$ cat config.mk
export PLATFORM = sky130hd
export DESIGN_NAME = ast_width_extender
export DESIGN_NICKNAME = d
export VERILOG_FILES = /design/src/rtl/ast_width_extender.sv
export SDC_FILE = /design/constraint.sdc
export NUM_CORES = 1
export LEC_CHECK = 0
export CAP_MARGIN = 40
export CORE_ASPECT_RATIO = 1.2
export CORE_MARGIN = 5
export CORE_UTILIZATION = 55
export DETAILED_ROUTE_END_ITERATION = 6
export GPL_TIMING_DRIVEN = 0
export PLACE_DENSITY = 0.88
export SLEW_MARGIN = 10
export SYNTH_ARGS = -nofsm -noshare
export SYNTH_HDL_FRONTEND = slang
export SYNTH_SLANG_ARGS = --single-unit
$ cat constraint.sdc
create_clock -name clk_i -period 3.21 [get_ports clk_i]
set_input_delay 0.321 -clock clk_i [delete_from_list [all_inputs] [get_ports clk_i]]
set_output_delay 0.321 -clock clk_i [all_outputs]
set_load 0.1 [all_outputs]
$ cat src/rtl/ast_width_extender.sv
// Avalon-ST width extender: packs N narrow sink words into one wide
// source beat, LSB lane first, with packet framing and empty tracking.
module ast_width_extender #(
    parameter int DATA_IN_W   = 64,
    parameter int DATA_OUT_W  = 256,
    parameter int CHANNEL_W   = 10,
    parameter int EMPTY_IN_W  = $clog2(DATA_IN_W/8),
    parameter int EMPTY_OUT_W = $clog2(DATA_OUT_W/8)
) (
    input  logic                   clk_i,
    input  logic                   srst_i,
    input  logic [DATA_IN_W-1:0]   ast_data_i,
    input  logic                   ast_startofpacket_i,
    input  logic                   ast_endofpacket_i,
    input  logic                   ast_valid_i,
    input  logic [EMPTY_IN_W-1:0]  ast_empty_i,
    input  logic [CHANNEL_W-1:0]   ast_channel_i,
    output logic                   ast_ready_o,
    output logic [DATA_OUT_W-1:0]  ast_data_o,
    output logic                   ast_startofpacket_o,
    output logic                   ast_endofpacket_o,
    output logic                   ast_valid_o,
    output logic [EMPTY_OUT_W-1:0] ast_empty_o,
    output logic [CHANNEL_W-1:0]   ast_channel_o,
    input  logic                   ast_ready_i
);

    localparam int N        = DATA_OUT_W / DATA_IN_W;
    localparam int IDX_W    = $clog2(N);
    localparam int BYTES_IN = DATA_IN_W / 8;
    localparam logic [IDX_W-1:0] LAST = IDX_W'(N - 1);

    // Accumulator side
    logic [DATA_OUT_W-1:0]  acc_q, acc_d;
    logic [IDX_W-1:0]       idx_q, idx_d;
    logic                   open_q, open_d;
    logic                   first_q, first_d;
    logic [CHANNEL_W-1:0]   chan_q, chan_d;

    // Output register side
    logic [DATA_OUT_W-1:0]  data_q, data_d;
    logic                   valid_q, valid_d;
    logic                   sop_q, sop_d;
    logic                   eop_q, eop_d;
    logic [EMPTY_OUT_W-1:0] empty_q, empty_d;
    logic [CHANNEL_W-1:0]   ochan_q, ochan_d;

    // Scratch values for the word being accepted
    logic                   accept;
    logic [IDX_W-1:0]       k;
    logic [DATA_OUT_W-1:0]  lanes;
    logic [CHANNEL_W-1:0]   pkt_chan;
    logic                   pkt_first;
    int                     lane;
    int                     empty_calc;

    assign ast_ready_o = !valid_q || ast_ready_i;
    assign accept      = ast_valid_i && ast_ready_o;

    // Next-state: drain the output register, then merge the accepted word
    always_comb begin
        acc_d      = acc_q;
        idx_d      = idx_q;
        open_d     = open_q;
        first_d    = first_q;
        chan_d     = chan_q;
        data_d     = data_q;
        valid_d    = valid_q;
        sop_d      = sop_q;
        eop_d      = eop_q;
        empty_d    = empty_q;
        ochan_d    = ochan_q;
        k          = idx_q;
        lanes      = acc_q;
        pkt_chan   = chan_q;
        pkt_first  = first_q;
        lane       = 0;
        empty_calc = 0;

        if (valid_q && ast_ready_i) begin
            valid_d = 1'b0;
            sop_d   = 1'b0;
            eop_d   = 1'b0;
            empty_d = '0;
        end

        if (accept) begin
            // A start word always restarts at lane 0, dropping any partial beat
            if (ast_startofpacket_i) begin
                k         = '0;
                lanes     = '0;
                pkt_chan  = ast_channel_i;
                pkt_first = 1'b1;
            end
            // Words outside an open packet are swallowed
            if (ast_startofpacket_i || open_q) begin
                lane = int'(k);
                lanes[lane*DATA_IN_W +: DATA_IN_W] = ast_data_i;
                empty_calc = (N - 1 - lane) * BYTES_IN + int'(ast_empty_i);
                if (ast_endofpacket_i || k == LAST) begin
                    valid_d = 1'b1;
                    data_d  = lanes;
                    sop_d   = pkt_first;
                    eop_d   = ast_endofpacket_i;
                    empty_d = ast_endofpacket_i ? EMPTY_OUT_W'(empty_calc) : '0;
                    ochan_d = pkt_chan;
                    acc_d   = '0;
                    idx_d   = '0;
                    open_d  = !ast_endofpacket_i;
                    first_d = 1'b0;
                    chan_d  = pkt_chan;
                end else begin
                    acc_d   = lanes;
                    idx_d   = k + IDX_W'(1);
                    open_d  = 1'b1;
                    first_d = pkt_first;
                    chan_d  = pkt_chan;
                end
            end
        end
    end

    // State registers, cleared asynchronously
    always_ff @(posedge clk_i or negedge srst_i) begin
        if (!srst_i) begin
            acc_q   <= '0;
            idx_q   <= '0;
            open_q  <= 1'b0;
            first_q <= 1'b0;
            chan_q  <= '0;
            data_q  <= '0;
            valid_q <= 1'b0;
            sop_q   <= 1'b0;
            eop_q   <= 1'b0;
            empty_q <= '0;
            ochan_q <= '0;
        end else begin
            acc_q   <= acc_d;
            idx_q   <= idx_d;
            open_q  <= open_d;
            first_q <= first_d;
            chan_q  <= chan_d;
            data_q  <= data_d;
            valid_q <= valid_d;
            sop_q   <= sop_d;
            eop_q   <= eop_d;
            empty_q <= empty_d;
            ochan_q <= ochan_d;
        end
    end

    assign ast_data_o          = data_q;
    assign ast_valid_o         = valid_q;
    assign ast_startofpacket_o = sop_q;
    assign ast_endofpacket_o   = eop_q;
    assign ast_empty_o         = empty_q;
    assign ast_channel_o       = ochan_q;

endmodule

## After elaboration in Yosys (flattened, before gate mapping)

Cells that the tools add are included.

| word-level totals | value |
|---|---|
| bits of input ports | 83 |
| flip-flop bits (word level) | 544 |
| output and inout port bits | 275 |

| operators by class | value |
|---|---|
| $add $sub $neg | 4 |
| shift operators | 2 |
| equal/unequal tests | 1 |
| reductions and logical operators | 9 |
| muxes and demuxes | 28 |

Operators by type and width:

| operator | count |
|---|---|
| 256-bit two-way mux | 3 |
| 256-bit bitwise mux | 1 |
| 64-bit by 33-bit variable shift with 256-bit output, first input constant | 1 |
| 64-bit by 33-bit variable part select with 256-bit output | 1 |
| 8-bit negator with 33-bit output | 1 |
| 5-bit two-way mux | 5 |
| 1-bit two-way mux | 15 |
| 10-bit two-way mux | 1 |
| 2-bit two-way mux | 3 |
| 5-bit by 4-bit adder with 5-bit output | 1 |
| 1-bit logical OR | 3 |
| 3-bit AND reduction | 1 |
| 2-bit by 1-bit adder with 2-bit output, second input constant | 1 |
| 2-bit == test, second input constant | 1 |
| 1-bit logical AND | 2 |
| 1-bit zero test | 2 |
| 2-bit AND reduction | 1 |
| 2-bit subtractor, first input constant | 1 |

## Longest topological paths before layout

| depth | value |
|---|---|
| depth in word-level cells | 10 |
| depth in mapped cells | 11 |

## Worst setup path after synthesis

No wires, ideal clock.

| timing | value |
|---|---|
| path kind | register to register |
| from | reg valid_q (netlist: ast_valid_o) |
| to | reg acc_q[192] |
| clock period less this slack | 2.689 ns |
| path buffers | 3 |
| slack | 0.521 ns |
| data arrival time | 2.568 ns |
| stages on the path, launching flop included | 8 |
| cells stage by stage | dfrtp_1 > nor2b_2 > inv_2 > and4_1 > buf_2 > buf_2 > buf_2 > a32o_1 |

| between the ends | value |
|---|---|
| longest elaborated chain between the ends | 4 |

Ends and longest elaborated chain:

| element | line | RTL |
|---|---|---|
| start: declaration | 42 | `logic valid_q, valid_d;` |
| start signal: assignment | 144 | `valid_q <= valid_d;` |
| 1-bit zero test | 57 | `assign ast_ready_o = !valid_q \|\| ast_ready_i;` |
| 1-bit logical OR | 57 |  |
| via ast_ready_o | 18 | `output logic ast_ready_o,` |
| 1-bit logical AND | 58 | `assign accept = ast_valid_i && ast_ready_o;` |
| 2-bit AND reduction (no line) | -- |  |
| end signal: assignment | 126 | `acc_q <= '0;` |
| end signal: assignment | 138 | `acc_q <= acc_d;` |
| end: declaration | 34 | `logic [DATA_OUT_W-1:0] acc_q, acc_d;` |

The timed path passes the listed nets, and every way through them passes these cells.
A chain may end at the register's enable or synchronous reset.

## Worst setup path in the final report

| timing | value |
|---|---|
| from | in ast_startofpacket_i |
| to | reg acc_q[102] |

| between the ends | value |
|---|---|
| longest elaborated chain between the ends | 6 |
| elaborated cells between the ends (all ways) | 13 |
| classes of those cells | add/sub: 1; eq/ne: 1; shift: 2; mux: 6; reduce/logical: 3 |

Ends and longest elaborated chain:

| element | line | RTL |
|---|---|---|
| start: declaration | 13 | `input logic ast_startofpacket_i,` |
| 2-bit two-way mux | 89 | `if (ast_startofpacket_i) begin` |
| 2-bit two-way mux | 87 | `if (accept) begin` |
| 8-bit negator with 33-bit output | 98 | `lanes[lane*DATA_IN_W +: DATA_IN_W] = ast_data_i;` |
| 64-bit by 33-bit variable part select with 256-bit output / 64-bit by 33-bit variable shift with 256-bit output (equally long branches) | 98 |  |
| 256-bit bitwise mux | 98 |  |
| 256-bit two-way mux | 100 | `if (ast_endofpacket_i \|\| k == LAST) begin` |

Parallel ways exist; a longest one is shown, timed or not. The select of a mux whose other input is x is not followed.

==> results.py <==
metrics = {
    "worst_setup_path": {
        "worstPathCellList": "clkdlybuf4s50_1 -> buf_4 -> buf_4 -> nand2b_1 -> inv_1 -> ha_1 -> nor2_4 -> a2111o_1 -> buf_2 -> clkbuf_1 -> a32o_1",
        "cp_top_family": "buffers and inverters",
        "crit_fanout": 10,
        "crit_required_ns": 3.73,
        "crit_slowest_cell": "clkdlybuf4s50_1",
        "cp-end-kind": "flip-flop",
        "critPathArrivalTime_ns": 3.81,
        "timing.critical_path.buf_inv": 6,
        "cp_common_cell": "buf_4",
        "critPathLaunchType": "primary input",
        "slowest_delay_ns": 0.62,
        "crit_type": "primary input to flip-flop",
    },
    "yosys": {
        "synth_edf_count": 0,
        "syn_inst": 1827,
        "syn-num-nets": 1916,
        "yosysMostFrequentCell": "dfrtp_1",
        "synth_top_area_frac": 0.550,
        "syn_area_um2": 24700,
        "synth_cell_type_count": 39,
        "synth_area_per_cell_um2": 13.5,
        "synth_ff_type": "dfrtp_1",
        "synth_area_leaders": "dfrtp_1, a32o_1, mux2_1",
        "ys_warn_count": 0,
        "synth_top_cell_by_area": "dfrtp_1",
        "synth_seq_cells": 544,
        "ys_seq_area_frac": 0.550,
        "postSynth.asyncResetShare": 1.00,
        "synth_commonest_cells": "dfrtp_1, a32o_1, mux2_1",
    },
    "detailed_routing": {
        "met3_length_um": 11000,
        "dr.first_iter.drc_count": 3171,
        "antenna_left": 0,
        "top_layer_used": "met5",
        "wl_um": 98600,
        "wl_met1_um": 30600,
        "num_vias": 22400,
        "viasPerCell": 7.14,
        "routedWlPerCell_um": 31.4,
        "drc_errors": 14,
        "wl_met2_um": 47800,
        "first_pass_iters": 7,
    },
    "die": {
        "die_h_um": 242,
        "die_area_um2": 49300,
        "rows": 85,
        "core_um2": 44700,
        "ios": 358,
        "start_util": 0.554,
        "die_w_um": 204,
    },
    "pwr": {
        "power_density_nw_per_um2": 624,
        "leakage_nw": 16.7,
        "peakVddDrop_uv": 839,
    },
    "timing": {
        "max_freq_mhz": 305,
        "finalSetupViolations": 17,
        "worst_hold_slack_ns": 0.0967,
        "drv_slew": 0,
        "finalCriticalPeriod_ns": 3.28,
        "post-route-period-util": 1.02,
        "setup_slack_ns": -0.0735,
        "max-slew-margin-rel": 0.435,
        "tightest_slew_ns": 0.845,
        "finalHoldViolations": 0,
        "fin_skew_ns": 0.0197,
    },
    "cts": {
        "cts.root.buffer_cell": "clkbuf_16",
        "clock_path_buffers": 3,
        "clk_latency_ns": 0.62,
        "cts_sinks": 544,
        "clk_pin_slew_ns": 0.07,
        "cts_buffers": 54,
        "cts_max_level": 2,
        "cts_tree": "done",
    },
    "layout": {
        "nNetsFinal": 2616,
        "area_delta_synth_final_pct": 46.5,
        "post_route_cells_drive_above_1_share": 0.229,
    },
    "flow_run": {
        "cap_viol_max_count": 0,
    },
    "global_route": {
        "grt_pass1_vias": 23800,
        "gr-usage-all-layers": 0.394,
        "grt_pass1_wl_um": 149000,
        "antenna_found_initial": 6,
        "grt_max_degree": 121,
        "overflow": 0,
    },
    "worst_hold_path": {
        "hp-class": "primary input to flip-flop",
    },
    "placement": {
        "place.gp.congestion": 0.866,
        "hpwl_um": 68100,
        "portBuffers": 356,
        "dp_slack_ns": -1.43,
    },
    "run_status": {
        "violations": "DRC, setup timing",
        "status": "finished with violations",
    },
}
-- worst paths after layout --
path                                     start                to  slack, ns  cells past startpoint
setup / recovery           ast_startofpacket_i        acc_q[102]      -0.07                     11
hold / removal                     ast_valid_i            open_q        0.1                      2
setup reg to reg                      idx_q[0]   ast_data_o[142]       0.07                      9
hold reg to reg                 ast_data_o[88]    ast_data_o[88]       0.49                      1
max in group asynchronous               srst_i         acc_q[25]       0.97                      5
min in group asynchronous               srst_i  ast_channel_o[1]       0.31                      2
-- metrics by stage --
step,total power (W),util,std cells,setup TNS [ns],area (µm²)
after floorplan,0.0121,-,1827,0,24700
after global placement,0.0139,0.649,2748,-,29000
after detailed placement,0.0158,0.768,3037,-595.63,34300
after CTS,0.0224,0.810,3136,-0.0108,36200
after global routing,0.0231,0.811,3134,-0.000861,36200
final,0.0226,0.811,3135,-0.354,36200
-- cells in the final DEF, fill, tap and decap left out, types with 2 or more instances in the layout --
cell / count
nor2_1: 8
dfrtp_1: 543
inv_1: 5
and4_1: 2
mux2_2: 76
clkinv_2: 10
a2111o_1: 3
mux2_1: 211
buf_2: 63
nand3_1: 2
buf_8: 206
a41o_1: 64
bufinv_16: 5
clkbuf_2: 28
clkdlybuf4s50_1: 355
clkbuf_16: 57
clkinv_4: 2
clkbuf_8: 8
nor3b_1: 64
ha_1: 5
or4_1: 2
buf_16: 78
mux2i_1: 2
a22o_1: 3
clkbuf_4: 8
a32o_1: 450
buf_1: 2
nand2_1: 4
and2_1: 130
and3_1: 2
buf_4: 27
inv_2: 3
clkbuf_1: 113
buf_6: 8
diode_2: 2
-- report_power, final --
| group | internal (W) | switching, W |
|---|---|---|
| Combinational | 0.00283 | 0.00534 |
| Sequential | 0.00739 | 0.000392 |
| Clock | 0.00382 | 0.00283 |
-- state kept, by name, indices dropped and copies added (netlist names) --
| register | cells |
|---|---|
| chan_q | 10 |
| ast_channel_o | 10 |
| acc_q | 256 |
| first_q | 1 |
| open_q | 1 |
| ast_data_o | 256 |
| ast_endofpacket_o | 1 |
| idx_q | 2 |
| ast_startofpacket_o | 1 |
| ast_valid_o | 1 |
| ast_empty_o | 5 |
-- cell type report --
class	instances	area, µm²
Antenna cell	2	5.00
Buffer	225	1090
Clock buffer	80	1590
Clock inverter	17	218
Fill cell	2112	8440
Inverter	8	30.0
Multi-Input combinational cell	1045	10100
Sequential cell	544	13600
Tap cell	565	707
Timing Repair Buffer	649	8890
-- what timing repair did --
action	4_1_cts	5_1_grt
hold buffers	1	0
endpoints found under the hold margin	88	0
resized for setup	30	38
pin swaps	1	0
setup buffers	3	0
setup endpoints to repair	523	358
-- kinds of logic (layout without fill, tap and decap cells) --
kind of cell | Yosys count | after routing | share of synthesized area
other cells | 0 | 2 | 0
mux | 289 | 289 | 0.131
buf+inv | 238 | 979 | 0.0428
flops | 544 | 544 | 0.550
simple gates | 227 | 227 | 0.0611
compound gates | 523 | 523 | 0.211
fa+ha+maj | 6 | 6 | 0.00303
-- routing by layer --
metal | track usage | vias up
li1 | - | 8733
met1 | 0.440 | 11100
met2 | 0.644 | 1853
met3 | 0.113 | 657
met4 | 0.283 | 4
met5 | 0 | -
Note: power is estimated with default switching activity, not from simulation.
